### src/rtl/flit_arbiter_if.sv
// Flit types plus the arbiter bundle: N upstream FIFO heads in, one registered flit out.
// The slave modport is the arbiter side; the master modport is the FIFO/downstream side.
package types;
  typedef struct packed {
    logic [3:0]  vc;
    logic [11:0] payload;
  } flit_t;
endpackage

interface flit_arbiter_if #(parameter int NUM_INPUTS = 4);
  localparam int IDX_W = $clog2(NUM_INPUTS);

  types::flit_t          in_flit [NUM_INPUTS];
  logic [NUM_INPUTS-1:0] in_flit_valid;
  logic [NUM_INPUTS-1:0] in_flit_tail;
  logic [NUM_INPUTS-1:0] in_flit_ready;
  types::flit_t          out_flit;
  logic                  out_flit_valid;
  logic                  out_flit_ready;
  logic [IDX_W-1:0]      out_grant_index;

  modport slave (
    input  in_flit, in_flit_valid, in_flit_tail, out_flit_ready,
    output in_flit_ready, out_flit, out_flit_valid, out_grant_index
  );

  modport master (
    output in_flit, in_flit_valid, in_flit_tail, out_flit_ready,
    input  in_flit_ready, out_flit, out_flit_valid, out_grant_index
  );
endinterface

### src/rtl/flit_arbiter.sv
// Packet-locked round-robin flit arbiter: 1-cycle latency from input pop to out_flit_valid.
// A stalled output register (valid && !ready) blocks every input; a locked packet stalls other inputs.
module flit_arbiter #(
  parameter int NUM_INPUTS = 4
) (
  input  logic           clk,
  input  logic           rst_n,
  flit_arbiter_if.slave  bus
);
  localparam int IDX_W = $clog2(NUM_INPUTS);

  typedef enum logic [1:0] {
    IDLE   = 2'b01,
    LOCKED = 2'b10
  } state_t;

  state_t           state;
  logic [IDX_W-1:0] rr_ptr;
  logic [IDX_W-1:0] lock_index;
  logic [IDX_W-1:0] grant_index_q;
  logic             out_valid_q;
  types::flit_t     out_flit_q;

  logic [IDX_W-1:0] sel_idx;
  logic [IDX_W-1:0] next_rr;
  logic             sel_found;
  logic             can_load;
  logic             grant;

  // Descending scan so the smallest offset from rr_ptr is the last (winning) assignment.
  always_comb begin : sel_comb
    logic [IDX_W:0] cand;
    cand      = '0;
    sel_found = 1'b0;
    sel_idx   = '0;
    if (state == LOCKED) begin
      sel_idx   = lock_index;
      sel_found = bus.in_flit_valid[lock_index];
    end else if (state == IDLE) begin
      for (int k = NUM_INPUTS - 1; k >= 0; k--) begin
        cand = {1'b0, rr_ptr} + (IDX_W+1)'(k);
        if (cand >= (IDX_W+1)'(NUM_INPUTS))
          cand = cand - (IDX_W+1)'(NUM_INPUTS);
        if (bus.in_flit_valid[cand[IDX_W-1:0]]) begin
          sel_found = 1'b1;
          sel_idx   = cand[IDX_W-1:0];
        end
      end
    end
  end

  assign can_load = !out_valid_q || bus.out_flit_ready;
  // rst_n gates the pop so FIFOs are not drained while reset is held.
  assign grant    = rst_n && can_load && sel_found;
  assign next_rr  = (sel_idx == IDX_W'(NUM_INPUTS - 1)) ? '0 : sel_idx + IDX_W'(1);

  always_comb begin
    bus.in_flit_ready = '0;
    for (int i = 0; i < NUM_INPUTS; i++)
      bus.in_flit_ready[i] = grant && (sel_idx == IDX_W'(i));
  end

  always_ff @(posedge clk or negedge rst_n) begin
    if (!rst_n) begin
      state         <= IDLE;
      rr_ptr        <= '0;
      lock_index    <= '0;
      out_valid_q   <= 1'b0;
      grant_index_q <= '0;
    end else begin
      if (can_load)
        out_valid_q <= grant;
      if (grant) begin
        grant_index_q <= sel_idx;
        if (bus.in_flit_tail[sel_idx]) begin
          state  <= IDLE;
          rr_ptr <= next_rr;
        end else begin
          state      <= LOCKED;
          lock_index <= sel_idx;
        end
      end else if (state != IDLE && state != LOCKED) begin
        state <= IDLE;
      end
    end
  end

  // Payload register is qualified by out_flit_valid and carries no reset.
  always_ff @(posedge clk) begin
    if (grant)
      out_flit_q <= bus.in_flit[sel_idx];
  end

  assign bus.out_flit        = out_flit_q;
  assign bus.out_flit_valid  = out_valid_q;
  assign bus.out_grant_index = grant_index_q;
endmodule

### src/flat_wrapper.sv
// flat-port wrapper written by rule: the top's interface ports become plain ports
module flit_arbiter_flat 
#(
  parameter int NUM_INPUTS = 4
)
  (clk, rst_n, bus_in_flit, bus_in_flit_valid, bus_in_flit_tail, bus_out_flit_ready, bus_in_flit_ready, bus_out_flit, bus_out_flit_valid, bus_out_grant_index);
  flit_arbiter_if #(.NUM_INPUTS(NUM_INPUTS)) bus_i ();
  input  logic clk;
  input  logic rst_n;
  input wire logic [$bits(bus_i.in_flit)-1:0] bus_in_flit;
  input wire logic [$bits(bus_i.in_flit_valid)-1:0] bus_in_flit_valid;
  input wire logic [$bits(bus_i.in_flit_tail)-1:0] bus_in_flit_tail;
  input wire logic [$bits(bus_i.out_flit_ready)-1:0] bus_out_flit_ready;
  output wire logic [$bits(bus_i.in_flit_ready)-1:0] bus_in_flit_ready;
  output wire logic [$bits(bus_i.out_flit)-1:0] bus_out_flit;
  output wire logic [$bits(bus_i.out_flit_valid)-1:0] bus_out_flit_valid;
  output wire logic [$bits(bus_i.out_grant_index)-1:0] bus_out_grant_index;
  assign bus_i.in_flit = {>>{bus_in_flit}};
  assign bus_i.in_flit_valid = bus_in_flit_valid;
  assign bus_i.in_flit_tail = bus_in_flit_tail;
  assign bus_i.out_flit_ready = bus_out_flit_ready;
  assign bus_in_flit_ready = bus_i.in_flit_ready;
  assign bus_out_flit = bus_i.out_flit;
  assign bus_out_flit_valid = bus_i.out_flit_valid;
  assign bus_out_grant_index = bus_i.out_grant_index;
  flit_arbiter #(.NUM_INPUTS(NUM_INPUTS)) u_core (.clk(clk), .rst_n(rst_n), .bus(bus_i));
endmodule
### config.mk
export PLATFORM = sky130hd
export DESIGN_NAME = flit_arbiter_flat
export DESIGN_NICKNAME = d
export VERILOG_FILES = /design/src/rtl/flit_arbiter_if.sv /design/src/rtl/flit_arbiter.sv /design/src/flat_wrapper.sv
export SDC_FILE = /design/constraint.sdc
export NUM_CORES = 1
export LEC_CHECK = 0
export ABC_CLOCK_PERIOD_IN_PS = 5300
export BUFFER_PORTS_ARGS = -buffer_cell sky130_fd_sc_hd__buf_4
export CAP_MARGIN = 30
export CORE_MARGIN = 2
export CORE_UTILIZATION = 48
export DETAILED_ROUTE_END_ITERATION = 10
export PLACE_DENSITY = 0.93
export SLEW_MARGIN = 30
export SYNTH_ARGS = -nofsm -noshare
export SYNTH_HDL_FRONTEND = slang
export SYNTH_SLANG_ARGS = --single-unit
### constraint.sdc
create_clock -name clk -period 5.3 [get_ports clk]
set_input_delay 0.795 -clock clk [delete_from_list [all_inputs] [get_ports clk]]
set_output_delay 0.795 -clock clk [all_outputs]
set_load 0.03 [all_outputs]
After elaboration in Yosys (flattened, before gate mapping)

Cells that the tools add are included.
Widths: inputs -> output; s select.

Bits in registers: 25
Input bits: 75
Output and inout port bits: 23
Word-level logic and storage cells: 91

$add $sub $neg: 8
Magnitude comparators: 11
Eq/ne operators: 7
Muxes and demuxes: 43
Bitwise operators: 2
Reductions and logical operators: 13

Operator list:

| kind                | number |
|---|---|
| $mux 2              | 22 |
| $bmux 16 s2         | 1 |
| $mux 16             | 2 |
| $lt 2x3->1 const B  | 6 |
| $bmux 1 s2          | 6 |
| $ge 3x3->1 const B  | 4 |
| $mux 1              | 12 |
| $sub 2x1->2 const B | 4 |
| $logic_and 1x1->1   | 7 |
| $add 2x2->3 const B | 2 |
| $eq 2x2->1 const B  | 3 |
| $eq 2x1->1 const B  | 2 |
| $reduce_and 2->1    | 2 |
| $add 2x1->3 const B | 1 |
| $ge 2x3->1 const B  | 1 |
| $not 2->3           | 1 |
| $add 2x1->2 const B | 1 |
| $logic_not 2->1     | 1 |
| $ne 2x1->1 const B  | 1 |
| $ne 2x2->1 const B  | 1 |
| $reduce_bool 2->1   | 1 |
| $logic_not 1->1     | 1 |
| $logic_or 1x1->1    | 1 |
| $not 1->1           | 1 |

Logic depth before layout (Yosys ltp)

Depth after elaboration: 17
Gate-level depth with buffers: 12
Depth with buffers taken out: 11

Worst setup path before layout

Ideal clock, no wire load.

Path type: input to output
Start point: in bus_in_flit_valid[1]
End point: out bus_in_flit_ready[3]
Data arrival time: 2.238 ns
Data required time: 4.505 ns
Path slack: 2.267 ns
Cell stages on the path: 8
Buffers on the path: 1
Path through: and2b_1 a22oi_1 a211o_1 and2_4 inv_8 buf_4 ha_1 and2_1

Word-level cells in the longest chain between the ends: 10
Elaborated cells on any way between the ends: 25
Those cells by class: eq/ne (1); mux (22); reduce/logical (2)

RTL lines:

| what                                                   | RTL line                               | source |
|---|---|---|
| start, declared                                        | flat_wrapper.sv:11                     | `input wire logic [$bits(bus_i.in_flit_valid)-1:0] bus_in_flit_valid;` |
| $bmux 1 s2                                             | flit_arbiter.sv:44                     | `if (bus.in_flit_valid[cand[IDX_W-1:0]]) begin` |
| $mux 1 (implied by the code)                           | flit_arbiter.sv:44                     |  |
| $mux 2 / $mux 1 (equally long branches) (4 in a row)   | flit_arbiter.sv:44                     |  |
| $mux 2 / $mux 1 (equally long branches)                | flit_arbiter.sv:39                     | `end else if (state == IDLE) begin` |
| $mux 2 / $mux 1 (equally long branches)                | flit_arbiter.sv:36                     | `if (state == LOCKED) begin` |
| $eq 2x2->1 / $logic_and 1x1->1 (equally long branches) | flit_arbiter.sv:60, flit_arbiter.sv:54 |  |
| $logic_and 1x1->1 (*)                                  | flit_arbiter.sv:60                     | `bus.in_flit_ready[i] = grant && (sel_idx == IDX_W'(i));` |
| end, declared                                          | flat_wrapper.sv:14                     | `output wire logic [$bits(bus_i.in_flit_ready)-1:0] bus_in_flit_ready;` |

Every way passes the cells marked *; elsewhere a longest branch is shown, timed or not. The select of a mux whose other input is x is not followed.

Worst setup path after layout

Start point: reg u_core.state[0]
End point: out bus_in_flit_ready[0]

Word-level cells in the longest chain between the ends: 5
Elaborated cells on any way between the ends: 9
Those cells by class: eq/ne (2); mux (4); reduce/logical (3)

RTL lines:

| what                                                        | RTL line                               | source |
|---|---|---|
| start, declared                                             | flit_arbiter.sv:17                     | `state_t state;` |
| start signal, assigned                                      | flit_arbiter.sv:65                     | `state <= IDLE;` |
| start signal, assigned                                      | flit_arbiter.sv:76                     | `state <= IDLE;` |
| start signal, assigned                                      | flit_arbiter.sv:79                     | `state <= LOCKED;` |
| $eq 2x1->1                                                  | flit_arbiter.sv:39                     |  |
| $mux 2 / $mux 1 (equally long branches)                     | flit_arbiter.sv:39                     |  |
| $mux 2 / $mux 1 (equally long branches)                     | flit_arbiter.sv:36                     |  |
| $logic_not 2->1 / $logic_and 1x1->1 (equally long branches) | flit_arbiter.sv:60, flit_arbiter.sv:54 |  |
| $logic_and 1x1->1 (*)                                       | flit_arbiter.sv:60                     |  |

Every way passes the cells marked *; elsewhere a longest branch is shown, timed or not.

==> implementation parameters <==
Parameter                              Value

Route
  Total number of vias    between 1500 and 2000
  Post-detailed-route via-to-cell ratio    about 5.3
  Wirelength per Cell    approximately 14 microns
  Final WL    between 4000 and 5000 microns
  Detailed-routing iteration count for the pre-antenna-repair pass    5
  Remaining antenna violation count after routing    0
  DRC violations left    0
  Iteration-0 DRC count of the detailed router    approximately 100

GRT
  Pin count of the biggest net entering global routing    37
  Via count of the first global-routing pass    ~1400
  Number of antenna violations at the first check in global routing    0
  Global-route wire length before repair    around 6600 microns
  All-layer global routing usage    0.200
  Overflow left after global routing    0

Timing
  Setup Total Neg Slack    0 ns
  Final setup violation count    0
  Tightest slew margin relative to the limit    0.375
  Final count of hold timing violations    0
  Transition time at the pin with the least slew margin    0.938 ns
  Maximum frequency from static timing analysis    264 MHz
  Number of pins with negative max-slew slack in the final report    0
  Setup repair after global routing missed its margin    no
  Fin crit period    3.78 ns
  Final clock period utilization by the worst path    0.714
  Max Clock Skew    approximately 0.0022 ns

Yosys
  Most used DFF post-synth    sky130_fd_sc_hd__edfxtp_1
  Count of mapped cells out of synthesis    around 150
  Post-Synthesis Mean Instance Area    between 10 and 15 sq um
  Synth Cell Area    0.00179 sq mm
  Count of yosys warnings during synthesis    0
  Share of the synthesized area in the top cell type    0.285
  #FFs+latches synth    25
  Top cells by area in the synthesized netlist    sky130_fd_sc_hd__mux2i_1 29%, sky130_fd_sc_hd__edfxtp_1 27%, sky130_fd_sc_hd__dfrtp_1 11%
  Net Count, Synth    230
  Most frequent cell after synthesis    sky130_fd_sc_hd__mux2i_1
  Cell type contributing the most total cell area after synthesis    sky130_fd_sc_hd__mux2i_1
  Register area share after synthesis    0.395
  Synth unique cells    47
  Share of synthesized registers carrying an async set or reset    0.360
  Number of synthesized flops with an enable pin    16
  Synth cell count leaders    51 x sky130_fd_sc_hd__mux2i_1, 16 x sky130_fd_sc_hd__edfxtp_1, 8 x sky130_fd_sc_hd__dfrtp_1, 6 x sky130_fd_sc_hd__nor2_1, 6 x sky130_fd_sc_hd__nor2b_1

Power and ir drop
  Maximum VDD drop    0.348 mV
  Total power consumption of the routed design    about 1.3 mW
  Power Dens Cells    502 mW/mm^2
  Static power due to leakage    about 1.3 nW

CTS
  Clock tree from TritonCTS    yes
  Maximum level of the CTS H-tree    1
  Number of buffers created by CTS    3
  Master cell of the clock root buffer    sky130_fd_sc_hd__clkbuf_8
  CTS max path bufs    2
  Clock input transition at the sequential cells of the worst setup and hold paths    around 0.090 ns
  PostCTS Resize Cnt    0
  Post-CTS setup buffers    0
  Quantity of hold-fixing buffers added after cts    0
  Number of clock sinks    25
  Clock network latency to the later pin of the worst-skew pair    roughly 0.27 ns

Placed design
  Final Wtd Congestion    ~0.83
  Port buffer count    97
  Placed instance count    between 200 and 300
  Total half-perimeter wirelength after legalization and detailed placement    about 3300 microns
  DP Area    ~0.0025 sq mm

Floorplanning
  Core box area    approximately 0.0036 sq mm
  Num rows    22
  Die W    about 65 microns
  DIE AREA    0.00423 sq mm
  Number of placed I/O pins    about 100
  Initial standard-cell utilization of the core    0.492
  Die extent in y    between 60 and 70 microns

Critical path
  Capturing element type of the critical path    output pin
  Arrival time of data at the critical path endpoint    between 2 and 3 ns
  CP Data Required Time    approximately 4.5 ns
  Critical Path Fanout Max    27
  Class of the most critical setup path    reg2out
  Element type at the critical path start    register

Min path
  Worst min-delay path category    in2async

Finish
  Final Util    0.709
  N_diodes    0
  Final net count    approximately 330
  Finished Cell Area    0.00258 sq mm
  Fraction of final layout cells with drive strength greater than 1    0.466
  P&R area growth vs syn    44.0%
  Filler cell count    around 310
  Non-filler instance count after layout    slightly below 300

Run
  Reported max-cap violation count    0

Status
  Run status    complete, no violations
## flip-flops by register name, indices dropped and copies added (netlist names)
signal,count
u_core.bus.out_grant_index,2
u_core.bus.out_flit_valid,1
u_core.bus.out_flit,16
u_core.state,2
u_core.lock_index,2
u_core.rr_ptr,2
## where the power goes
group	leakage [nW]	switching (mW)	internal (mW)
clock	0.0217	0.0626	0.0533
combinational	0.980	0.458	0.363
sequential	0.255	0.0397	0.317
total	1.26	0.560	0.733
## metrics by stage
step	worst slack, ns	hold slack, ns
floorplan	2.27	0.470
global placement	1.88	0.485
detailed placement	1.81	0.498
CTS	1.50	0.336
global route	1.29	0.328
finish	1.52	0.336
## layer usage
metal  wire length, microns  global-route usage  up-vias  share of wire
met1                   1600               0.251      719           0.39
met3                    409              0.0573        6          0.099
li1                       -                   -      760              -
met2                   2070               0.339       77           0.50
met4                     44              0.0521        0          0.011
met5                      0                   0        -              0
## worst paths after layout
check / startpoint / to / slack [ns] / depth (start not counted)
worst max-delay path: u_core.state[0]$_DFFE_PN1P_ / bus_in_flit_ready[0] / 1.52 / 8
worst min-delay path: rst_n / u_core.lock_index[0]$_DFFE_PN0P_ / 0.34 / 1
worst max register to register: u_core.state[0]$_DFFE_PN1P_ / u_core.lock_index[1]$_DFFE_PN0P_ / 2.23 / 8
worst min register to register: u_core.state[0]$_DFFE_PN1P_ / u_core.state[0]$_DFFE_PN1P_ / 0.52 / 2
max in group asynchronous: rst_n / u_core.state[0]$_DFFE_PN1P_ / 4.75 / 1
min in group clk: u_core.state[0]$_DFFE_PN1P_ / u_core.state[0]$_DFFE_PN1P_ / 0.52 / 2
## worst max-delay path: stages, from the launching register on
cell and delay (ns):
sky130_fd_sc_hd__dfstp_2 0.54, sky130_fd_sc_hd__inv_1 0.05, sky130_fd_sc_hd__ha_1 0.29, sky130_fd_sc_hd__nand2b_2 0.24, sky130_fd_sc_hd__o22ai_1 0.17, sky130_fd_sc_hd__o211a_1 0.78, sky130_fd_sc_hd__or2b_4 0.37, sky130_fd_sc_hd__nor2_1 0.10
sky130_fd_sc_hd__buf_4 0.17
## area by class of cell
class                   count  area, sq um  area share
flip-flops and latches     25          707       0.274
well taps                  48         60.1      0.0233
clock inverters             1         7.51     0.00291
inverters                   7         36.3      0.0141
repair buffers             97          728       0.283
clock buffers               3         41.3      0.0160
multi-input cells         114          996       0.387
## layout by cell type (no fill, tap or decap), types with 2 or more instances in the layout
| cell type | synthesis | routed |
|---|---|---|
| sky130_fd_sc_hd__ha_1 | 3 | 3 |
| sky130_fd_sc_hd__mux2i_1 | 51 | 51 |
| sky130_fd_sc_hd__a21oi_1 | 3 | 3 |
| sky130_fd_sc_hd__or2b_1 | 2 | 2 |
| sky130_fd_sc_hd__nand2_1 | 4 | 4 |
| sky130_fd_sc_hd__a222oi_1 | 2 | 2 |
| sky130_fd_sc_hd__a2111o_1 | 2 | 2 |
| sky130_fd_sc_hd__nand2b_1 | 2 | 2 |
| sky130_fd_sc_hd__clkbuf_8 | 0 | 3 |
| sky130_fd_sc_hd__nand3_1 | 3 | 3 |
| sky130_fd_sc_hd__nand2b_2 | 2 | 2 |
| sky130_fd_sc_hd__inv_1 | 5 | 5 |
| sky130_fd_sc_hd__edfxtp_1 | 16 | 16 |
| sky130_fd_sc_hd__nor2_1 | 6 | 6 |
| sky130_fd_sc_hd__dfrtp_1 | 8 | 8 |
| sky130_fd_sc_hd__o21ai_1 | 2 | 2 |
| sky130_fd_sc_hd__nor2b_1 | 6 | 6 |
| sky130_fd_sc_hd__buf_4 | 3 | 97 |
| sky130_fd_sc_hd__and2_1 | 2 | 2 |
## cells by family after synthesis
group,after synthesis,synth area share
flip-flops,25,0.395
adder cells (fa/ha/maj),3,0.0210
AND/OR/NAND/NOR,34,0.118
multiplexers,53,0.300
AO/OA/AOI/OAI,24,0.117
buffers and inverters,13,0.0483
Power figures use the tool's default switching activity.
